$ cat config.mk
export PLATFORM = sky130hd
export DESIGN_NAME = contador_rolhas_param
export DESIGN_NICKNAME = d
export VERILOG_FILES = /design/src/rtl/contador_rolhas_param.sv
export SDC_FILE = /design/constraint.sdc
export NUM_CORES = 1
export LEC_CHECK = 0
export CORE_MARGIN = 2
export CORE_UTILIZATION = 49
export DETAILED_ROUTE_END_ITERATION = 12
export PLACE_DENSITY = 0.9
export SYNTH_ARGS = -nofsm -noshare
export SYNTH_HDL_FRONTEND = slang
export SYNTH_SLANG_ARGS = --single-unit
export TNS_END_PERCENT = 30
$ cat constraint.sdc
create_clock -name clock_i -period 4 [get_ports clock_i]
set_clock_uncertainty 0.15 [all_clocks]
set_input_delay 1 -clock clock_i [delete_from_list [all_inputs] [get_ports clock_i]]
set_output_delay 1 -clock clock_i [all_outputs]
set_load 0.01 [all_outputs]
$ cat src/rtl/contador_rolhas_param.sv
// -----------------------------------------------------------------------------
// contador_rolhas_param
//
// Cork-stock counter for the bottling line feeder. COUNT holds the corks left
// in the feeder. It drops by one for each CONSUME cycle. Each acknowledged
// refill adds REFILL_AMOUNT corks, and the result saturates at MAX. A two-state
// FSM raises REFILL_REQ towards the supply station when stock is low. It drops
// REFILL_REQ again when the station acknowledges (REFILL_ACK) or when a LOAD
// occurs.
//
// Parameters
//   WIDTH          counter width in bits
//   INIT           COUNT value after reset
//   MAX            saturation ceiling (INIT <= MAX <= 2^WIDTH-1)
//   LOW_LEVEL      LOW threshold (LOW_LEVEL < MAX)
//   REFILL_AMOUNT  corks added per acknowledged refill (>= 1)
//
// Ports
//   clock_i        sole clock, rising edge
//   reset_ni       synchronous active-low reset
//   load_i         load dados_i (clamped to MAX); beats consume/refill
//   dados_i        load value
//   consume_i      one cork consumed this cycle
//   refill_ack_i   supply delivered a batch; honoured only while requesting
//   count_o        corks remaining (registered)
//   zero_o         count_o == 0
//   low_o          count_o <= LOW_LEVEL
//   refill_req_o   refill request (FSM in REQ)
//   error_o        sticky underflow flag, cleared by load or reset
// -----------------------------------------------------------------------------
module contador_rolhas_param #(
    parameter int WIDTH         = 7,
    parameter int INIT          = 99,
    parameter int MAX           = 99,
    parameter int LOW_LEVEL     = 5,
    parameter int REFILL_AMOUNT = 20
) (
    input  logic             clock_i,
    input  logic             reset_ni,
    input  logic             load_i,
    input  logic [WIDTH-1:0] dados_i,
    input  logic             consume_i,
    input  logic             refill_ack_i,
    output logic [WIDTH-1:0] count_o,
    output logic             zero_o,
    output logic             low_o,
    output logic             refill_req_o,
    output logic             error_o
);

    localparam logic [WIDTH-1:0] INIT_N = WIDTH'(INIT);
    localparam logic [WIDTH-1:0] MAX_N  = WIDTH'(MAX);
    localparam logic [WIDTH-1:0] LOW_N  = WIDTH'(LOW_LEVEL);
    // Two guard bits let count + batch be computed without wrapping
    // before the saturation check.
    localparam logic [WIDTH+1:0] MAX_W  = (WIDTH+2)'(MAX);
    localparam logic [WIDTH+1:0] ADD_W  = (WIDTH+2)'(REFILL_AMOUNT);

    typedef enum logic {
        IDLE = 1'b0,
        REQ  = 1'b1
    } state_t;

    state_t           state_q, state_d;
    logic [WIDTH-1:0] count_q, count_d;
    logic             error_q, error_d;

    logic             ack_valid;
    logic [WIDTH+1:0] add_w;
    logic [WIDTH+1:0] sub_w;
    logic [WIDTH+1:0] sum_w;
    logic             underflow;

    // ------------------------------------------------------------------
    // FSM: state register
    // ------------------------------------------------------------------
    always_ff @(posedge clock_i) begin
        if (!reset_ni) begin
            state_q <= IDLE;
        end else begin
            state_q <= state_d;
        end
    end

    // ------------------------------------------------------------------
    // FSM: next state
    // ------------------------------------------------------------------
    always_comb begin
        state_d = state_q;
        case (state_q)
            IDLE: begin
                // The request is based on the count before this edge. A
                // refill that leaves the stock still low therefore
                // re-requests one edge later.
                if (!load_i && (count_q <= LOW_N)) begin
                    state_d = REQ;
                end
            end
            REQ: begin
                if (refill_ack_i || load_i) begin
                    state_d = IDLE;
                end
            end
            default: state_d = IDLE;
        endcase
    end

    // ------------------------------------------------------------------
    // FSM: outputs
    // ------------------------------------------------------------------
    always_comb begin
        refill_req_o = (state_q == REQ);
    end

    // ------------------------------------------------------------------
    // Counter / error datapath
    // ------------------------------------------------------------------
    always_comb begin
        ack_valid = refill_ack_i && (state_q == REQ);
        add_w     = ack_valid ? ADD_W : '0;
        sub_w     = {{(WIDTH+1){1'b0}}, consume_i};
        sum_w     = {2'b00, count_q} + add_w - sub_w;
        // A batch arriving on the same edge covers the cork, so only an
        // unfunded consume at zero counts as an underflow. Outside that
        // case sum_w is never negative, so an unsigned compare against
        // MAX is enough.
        underflow = (count_q == '0) && consume_i && !ack_valid;

        count_d = count_q;
        error_d = error_q;
        if (load_i) begin
            count_d = (dados_i > MAX_N) ? MAX_N : dados_i;
            error_d = 1'b0;
        end else if (underflow) begin
            count_d = '0;
            error_d = 1'b1;
        end else if (sum_w > MAX_W) begin
            count_d = MAX_N;
        end else begin
            count_d = sum_w[WIDTH-1:0];
        end
    end

    always_ff @(posedge clock_i) begin
        if (!reset_ni) begin
            count_q <= INIT_N;
            error_q <= 1'b0;
        end else begin
            count_q <= count_d;
            error_q <= error_d;
        end
    end

    assign count_o = count_q;
    assign error_o = error_q;
    assign zero_o  = (count_q == '0);
    assign low_o   = (count_q <= LOW_N);

endmodule

==> flow_summary.toml, run 1 <==
[synth]
ys_top_cells_by_area = "dfxtp_1, ha_1, inv_1"
synthArstFlopShare_pct = 0
muxShareOfSynthArea_pct = 0
synth.distinct_cells = 45
synth-compound-area-share_pct = 30.6
syn-cell-area_um2 = 957
ys_seq_elements = 9
synth_largest_area_cell = "dfxtp_1"
yosysMostFrequentCell = "inv_1"
synthFlopType = "dfxtp_1"
netlist_top_cells_count = "inv_1, ha_1, nand3_1, dfxtp_1, nand2_1"
synth_top_family_by_area = "compound AO/OA/AOI/OAI gates"
synth_edf_count = 0
yosys.area_share.simple_pct = 22.0
synthCells = 116
avgSynthCellArea_um2 = 8.25
synth_fa_ha_area_share_pct = 17.8
synth-xor-area-share_pct = 2.75
synth_top_area_share_pct = 18.8
ys.warnings.count = 0
syn-num-nets = 141
seq_area_frac_synth_pct = 18.8

[drt]
num_vias = 981
drt_iter0_markers = 49
drt_wl_total_um = 2540
avgViaCountPerCell = 5.98
detail_route.wl_per_cell_um = 15.5
drc = 0
ant_nets = 0
drt_first_pass_iters = 4

[grt]
grt_pass1_wl_um = 3930
overflow = 0
grt_util_all_layers_pct = 24.4
grt_pass1_vias = 942
grt_max_degree = 12
antenna_found_initial = 0

[finish]
fillers = 144
syn_to_final_growth_pct = 27.2
final_nets = 165
antenna_cells = 0
fin_area_um2 = 1220
drive_gt1_share_pct = 7.91

[clock_network]
cts_hold_buf = 0
cts_resized = 0
cts_buffer_depth = 2
cts_tree = "done"
clk_pin_slew_ps = 50
clock_sinks = 9
cts_setup_buffers = 0
cts_root_buf = "clkbuf_4"
numCtsBuffers = 3
ctsHtreeMaxLevel = 1
clk_latency_ps = 260

[sta]
slew_headroom_pct = 68.8
finalHoldViolations = 0
drv_slew = 0
fmax_ghz = 0.273
timing.final.crit_share_pct = 91.4
setup_viol = 0
min_period_ps = 3660
grt_setup_unrepaired = "no"
worst_pin_slew_ps = 467
tns_ps = 0

[critical_path]
r2r_cells = 9
worstPathArrival_ps = 3650
critPathKind = "in2reg"
r2r-end = "count_o[4]"
crit_path_end_kind = "flip-flop"
rr_startpoint = "refill_req_o"
worstPathMaxFanout = 5
crit_required_ps = 3990
r2r_slack_ps = 1190
start_kind = "input pin"
crit_path_end = "count_o[4]"
critPathLaunch = "refill_ack_i"

[place]
place_area_um2 = 1190
io_buffers = 22
routabilityCongestion = 0.924
hpwlAfterDp_um = 2120

[job]
maxCapViolations = 0

[floorplan]
die_y_um = 48.2
rows = 15
io_pins = 23
initial_core_util_pct = 53.7
fp.dieW_um = 48.2
dieArea_um2 = 2320
core-area_um2 = 1780

[power_and_ir_drop]
leakagePower_nw = 0.493
power.density_nw_per_um2 = 981
peakVddDrop_v = 0.000608

[run_status]
run_status = "finished clean"

[hold_path]
hp-class = "reg2reg"
[power by group]
part	switching, mW	total, mW	internal [mW]	leakage [nW]
Clock	0.0302	0.0685	0.0383	0.0150
Sequential	0.0426	0.167	0.124	0.0743
Combinational	0.557	0.959	0.402	0.403
Total	0.630	1.19	0.565	0.493
[registers in the layout (all words and copies together), names as in the netlist]
register      count
refill_req_o      1
error_o           1
count_o           7
[worst min path at each step]
stage                 start      end  slack [ps]  depth (start not counted)
floorplan           error_o  error_o         350                          2
global placement    error_o  error_o         320                          2
detailed placement  error_o  error_o         350                          2
CTS                 error_o  error_o         360                          2
global route        error_o  error_o         380                          2
finish              error_o  error_o         360                          2
[layer usage]
metal | global-route usage (%) | vias to the layer above | wire length (um)
met2 | 45.8 | 38 | 1350
met3 | 3.33 | 6 | 119
met4 | 11.9 | 0 | 57
met5 | 0 | - | 0
li1 | - | 483 | -
met1 | 26.4 | 454 | 1010
[per-stage QoR]
stage          hold WS, ps  util (%)  power, mW  setup slack (ps)  cells
2_1_floorplan          355         -      0.860               873    116
3_3_place_gp           317      66.8       1.05               275    160
3_5_place_dp           349      66.8       1.10               150    160
4_1_cts                360      68.3       1.18               406    164
5_1_grt                376      68.3       1.30               262    164
6_report               357      68.3       1.19               344    164
[cell usage in the layout (no fill, tap or decap), drive strengths merged, types with 2 or more instances in the layout]
| cell type | instances |
|---|---|
| nor3b | 3 |
| a2111o | 2 |
| nand2b | 3 |
| a221o | 3 |
| ha | 12 |
| a41oi | 2 |
| nand3 | 11 |
| xnor2 | 2 |
| clkbuf | 4 |
| a31oi | 2 |
| inv | 16 |
| dfxtp | 9 |
| clkdlybuf4s50 | 22 |
| nand2 | 9 |
| o311ai | 2 |
| nor2 | 4 |
| a21oi | 7 |
| o31ai | 4 |
[kinds of logic (layout without fill, tap and decap cells)]
group,Yosys count,count (layout)
buf+inv,19,42
xor+xnor,3,3
fa+ha+maj,13,13
flops,9,9
simple gates,38,38
compound gates,34,34
[layout make-up]
type | count | area [um2] | area share (%)
Clock buffer | 4 | 26.3 | 2.16
Inverter | 16 | 60.1 | 4.93
Timing Repair Buffer | 22 | 220 | 18.1
Multi-Input combinational cell | 88 | 699 | 57.5
Sequential cell | 9 | 180 | 14.8
Tap cell | 25 | 31.3 | 2.57
[critical path, stage by stage]
cell	delay, ps
clkdlybuf4s50_1	470
nand2_1	150
ha_1	320
inv_1	50
ha_1	340
a21oi_2	220
nand2_2	130
o311ai_2	440
nand2_1	170
o31ai_1	350
(Power assumes the default switching activity.)
==> run 2, diff against run 1 <==
GPL_ROUTABILITY_DRIVEN = 0   (was unset)
==> results of run 2 <==
No change in the layout: final DEF, timing and power equal those of run 1.
==> run 3, diff against run 2 <==
SKIP_CTS_REPAIR_TIMING = 1   (was unset)
==> results of run 3 <==
No change in the layout: final DEF, timing and power equal those of run 1.
==> RTL edit 1: new RTL, settings of run 1 <==
Set the parameter `WIDTH` to 14 (it was 7).
--- a/src/rtl/contador_rolhas_param.sv
+++ b/src/rtl/contador_rolhas_param.sv
@@ -29,7 +29,7 @@
 //   error_o        sticky underflow flag, cleared by load or reset
 // -----------------------------------------------------------------------------
 module contador_rolhas_param #(
-    parameter int WIDTH         = 7,
+    parameter int WIDTH         = 14,
     parameter int INIT          = 99,
     parameter int MAX           = 99,
     parameter int LOW_LEVEL     = 5,
Ports: changed (resized count_o and dados_i); port bits go from 23 to 37. No check against the original RTL was run, so the function may have changed too.
==> RTL edit 1 against run 1 <==
  * Sequential cell count is 7 higher
  * Routed wire length is 34% higher
  * Area after synthesis is 52% higher
  * Hold slack worse by 27 ps
  * Synthesized cell count is 49% higher
  * Final area is 61% higher
  * Setup slack worse by 230 ps
  * Critical endpoint is now count_o[6]
Power is left out: it rests on default switching activity, and per cell area and clock period it moved more than threefold.
==> RTL edit 1: results (changes against run 1) <==
======================================================================================
Result of the run                                                         finished clean
Global routing usage on met1                                                     0.274   +0.0101
Count of buffers added by post-CTS timing repair for setup                           0   unchanged
Met2 layer usage reported by global route                                        0.348   -0.110
Sequential element share of the synthesized area                                 0.220   +0.0317
CTS clock-pin slew for the worst setup and hold paths                            90 ps   +40 ps
Number of nets in the final layout                                                 266   +61%
Max FFs per register                                                                14   +7
Longest Clk Path Bufs                                                                2   unchanged
List of most frequent post-synthesis cells                                sky130_fd_sc_hd__inv_1, sky130_fd_sc_hd__ha_1, sky130_fd_sc_hd__dfxtp_1, sky130_fd_sc_hd__nor2_1, sky130_fd_sc_hd__a21oi_1
Post-DP HPWL                                                                   2850 um   +35%
Average detailed-routed wire length per instance                               13.4 um   -13%
Largest cells by area after synthesis                                     sky130_fd_sc_hd__dfxtp_1, sky130_fd_sc_hd__ha_1, sky130_fd_sc_hd__inv_1
Count of buffers from port buffering                                                36   +64%
DR iter-0 viols                                                                     44   -10%
Routing usage on met3                                                           0.0154   -0.0179
WL met1                                                                        1670 um   +65%
Clock insertion delay at the later pin of the skew report                       280 ps   +20 ps
Layout sequential cell count                                                        16   +7
Share of layout cells above drive strength 1                                     0.108   +0.0285
Share of cell area taken by multi-input logic gates                              0.555   -0.0191
First-pass GRT wire length                                                     5540 um   +41%
Fraction of area in clock buffers and inverters                                 0.0115   -0.0101
Data arrival time of the critical path                                         3880 ps   +230 ps
Number of distinct standard cells referenced by the synthesized netlist             49   +8.9%
Via total after detailed routing                                                  1443   +47%
Metal2 WL                                                                      1580 um   +16%
Non-clock buffer share                                                           0.206   +0.0255
Vias in the first global route                                                    1324   +41%
Fillers                                                                            217   +51%
Largest stage delay, worst path                                                 450 ps   -20 ps
Number of clock buffers in the layout                                                3   -1
Area of all placed cells without fillers                                   0.00196 mm2   +61%
Pin count of the biggest net entering global routing                                 9   -3
CP max FO                                                                            6   +1
Met3 wirelength from detailed routing                                           139 um   +17%
Multi-input gate count                                                             139   +58%
Number of buffers outside the clock class in the layout                             42   +91%
Placed cell areas                                                          0.00191 mm2   +61%
Aggregate global-route resource usage                                            0.204   -0.0406
Sequential Area                                                                320 um2   +78%
Non-CTS inverters                                                                   23   +7
======================================================================================
## RTL edit 1: changes by cell type in the layout (fill, tap and decap cells not counted), moves of 7 or more
cell	delta
sky130_fd_sc_hd__inv_1	+7
sky130_fd_sc_hd__dfxtp_1	+7
sky130_fd_sc_hd__ha_1	+9
sky130_fd_sc_hd__nand3_1	-8
sky130_fd_sc_hd__clkdlybuf4s50_1	+14
sky130_fd_sc_hd__conb_1	+7
sky130_fd_sc_hd__nor2_1	+9
## RTL edit 1: final timing paths
kind                startpoint          to  slack, ps  cells past startpoint
setup / recovery  refill_ack_i  count_o[6]        110                     13
hold / removal         error_o     error_o        330                      2
setup reg to reg    count_o[2]  count_o[6]        870                     12
hold reg to reg        error_o     error_o        330                      2
## RTL edit 1: through the flow
step | instances | setup WS [ps] | setup TNS, ps | util | hold WS, ps
5_1_grt | 254 | -13.4 | -23.5 | 0.706 | 380
4_1_cts | 253 | 104 | 0 | 0.695 | 336
3_3_place_gp | 250 | -93.5 | -482 | 0.687 | 308
6_report | 254 | 110 | 0 | 0.706 | 330
2_1_floorplan | 179 | 459 | 0 | - | 355
3_5_place_dp | 250 | -196 | -1080 | 0.687 | 317
## RTL edit 1: worst max-delay path: cells and delay by family
family	cells	cell delay (ps)
adder cells (fa/ha/maj)	2	660
XOR/XNOR	1	220
AND/OR/NAND/NOR	3	610
AO/OA/AOI/OAI	4	750
buffers and inverters	3	660
## RTL edit 1: kinds of logic after synthesis
kind of cell    after synthesis  synth area share
buf+inv                      24            0.0619
compound gates               52             0.270
fa+ha+maj                    22             0.194
xor+xnor                      8            0.0481
simple gates                 49             0.196
other cells                   1           0.00257
flops                        16             0.220
mux                           1           0.00773
==> RTL edit 2: new RTL, settings of run 1 <==
Without the edit above. Register the output `count_o` once more, cleared by the reset; this adds one clock of latency there. The other outputs are not delayed to match. Comments in the files are not updated.
--- a/src/rtl/contador_rolhas_param.sv
+++ b/src/rtl/contador_rolhas_param.sv
@@ -151,7 +151,13 @@
         end
     end
 
-    assign count_o = count_q;
+    always_ff @(posedge clock_i) begin
+        if (!reset_ni) begin
+            count_o <= '0;
+        end else begin
+            count_o <= count_q;
+        end
+    end
     assign error_o = error_q;
     assign zero_o  = (count_q == '0);
     assign low_o   = (count_q <= LOW_N);
Formal check against the unedited RTL: not equivalent (Yosys sat finds a counterexample within 4 cycles, from zero or initial values and one cycle with reset_ni low).
==> RTL edit 2 against run 1 <==
  * Clock power up 55%
  * Routed wire length is 9.3% higher
  * Final area rose by 15%
  * Sequential cell count increased by 7
  * Setup slack improved by 160 ps
  * Power is 3.7% higher
  * Synthesized cell count is 15% higher
  * Area after synthesis increased by 16%
  * Maximum frequency up 4.7%
==> RTL edit 2: results (changes against run 1) <==
======================================================================================
Final setup margin                                                              508 ps   +164 ps
Number of buffers created by CTS                                                     3   unchanged
Largest registers in the final layout                                     count_o x7, count_q x7
CTS Root Buffer Type                                                      sky130_fd_sc_hd__clkbuf_4
CP max FO                                                                            4   -1
Metal2 WL                                                                      1430 um   +5.5%
Clock insertion delay at the later pin of the skew report                       290 ps   +30 ps
Slew at the pin with the worst max-slew slack                                   765 ps   +298 ps
Kind of path behind the tightest hold check                               flip-flop to flip-flop
Longest Clk Path Bufs                                                                2   unchanged
Proportion of synthesized flip-flops having asynchronous set or reset                0   unchanged
Diodes inserted                                                                      0   unchanged
Number of distinct standard cells referenced by the synthesized netlist             38   -16%
Share of layout cells above drive strength 1                                    0.0380   -0.0412
List of most frequent post-synthesis cells                                sky130_fd_sc_hd__inv_1, sky130_fd_sc_hd__dfxtp_1, sky130_fd_sc_hd__ha_1, sky130_fd_sc_hd__and2_1, sky130_fd_sc_hd__nand2_1
Number of instances resized during post-cts repair                                   0   unchanged
DR iter-0 viols                                                                     49   unchanged
Largest cells by area after synthesis                                     sky130_fd_sc_hd__dfxtp_1, sky130_fd_sc_hd__ha_1, sky130_fd_sc_hd__inv_1
Post-DP HPWL                                                                   2260 um   +6.9%
Pre-Repair DR Iteration Count                                                        4   unchanged
WL met1                                                                        1120 um   +11%
Worst hold margin                                                               321 ps   -36.2 ps
Remaining design rule violation count                                                0   unchanged
Worst VDD drop                                                                0.482 mV   -21%
Pin count of the biggest net entering global routing                                14   +2
Antenna violations before repair                                                     0   unchanged
First-pass GRT wire length                                                     4530 um   +15%
Synthesized netlist cell count                                                     133   +15%
Average detailed-routed wire length per instance                               14.9 um   -3.6%
Sequential element share of the synthesized area                                 0.287   +0.0991
Aggregate global-route resource usage                                            0.228   -0.0163
Number of cells in the design after placement                                      182   +14%
CTS clock-pin slew for the worst setup and hold paths                            90 ps   +40 ps
Count of buffers from port buffering                                                22   unchanged
Result of the run                                                         finished clean
Synth warn                                                                           0   unchanged
Number of H-tree levels                                                              1   unchanged
Global routing usage on met1                                                     0.247   -0.0171
Met2 layer usage reported by global route                                        0.423   -0.0348
Routing usage on met3                                                           0.0316   -0.00172
Register-to-register setup slack                                               1330 ps   +140 ps
Fillers                                                                            163   +13%
Data arrival time of the critical path                                         3540 ps   -110 ps
Via total after detailed routing                                                  1116   +14%
Final cell count without fillers                                                   186   +13%
Count of buffers added by post-CTS timing repair for setup                           0   unchanged
Placed cell areas                                                          0.00137 mm2   +15%
Leakage power of the design                                                   0.607 nW   +23%
Total nets after synthesis                                                         158   +12%
Setup Slack @ Placement                                                         202 ps   +52.0 ps
Met3 wirelength from detailed routing                                           156 um   +31%
Final weighted congestion in routability-driven placement                        0.936   +1.3%
======================================================================================
[RTL edit 2: kinds of logic (layout without fill, tap and decap cells)]
family / count (synthesis) / count (layout) / share of synthesized area
xor gates and xnor gates: 3 / 3 / 0.0236
adders and majority gates: 13 / 13 / 0.153
buffers and inverters: 19 / 44 / 0.0640
AOI/OAI and AO/OA: 33 / 33 / 0.224
DFF: 16 / 16 / 0.287
and+or+nand+nor: 49 / 49 / 0.248
[RTL edit 2: worst max-delay path, cell delays in order]
cell	delay, ps
sky130_fd_sc_hd__clkdlybuf4s50_1	490
sky130_fd_sc_hd__nand2_1	110
sky130_fd_sc_hd__ha_1	290
sky130_fd_sc_hd__inv_1	60
sky130_fd_sc_hd__fa_1	440
sky130_fd_sc_hd__nand3_1	150
sky130_fd_sc_hd__nand2_2	90
sky130_fd_sc_hd__o311a_1	380
sky130_fd_sc_hd__or2_1	280
sky130_fd_sc_hd__o31ai_1	260
[RTL edit 2: report_power, final]
part           internal, mW  switching (mW)  total [mW]
Clock                0.0555          0.0505       0.106
Sequential            0.210          0.0498       0.260
Combinational         0.368           0.504       0.872
[RTL edit 2: path summary, 6_finish.rpt]
check	startpoint	to	cells past startpoint
max	refill_ack_i	count_q[2]	10
max reg2reg	refill_req_o	count_q[2]	9
min	error_o	error_o	1
min reg2reg	error_o	error_o	1
[RTL edit 2: cell type report]
type / count / area [um2] / area share
Timing Repair Buffer: 22 / 220 / 0.157
Multi-Input combinational cell: 98 / 723 / 0.516
Tap cell: 28 / 35.0 / 0.0250
Inverter: 18 / 67.6 / 0.0482
Sequential cell: 16 / 320 / 0.228
Clock buffer: 4 / 36.3 / 0.0259
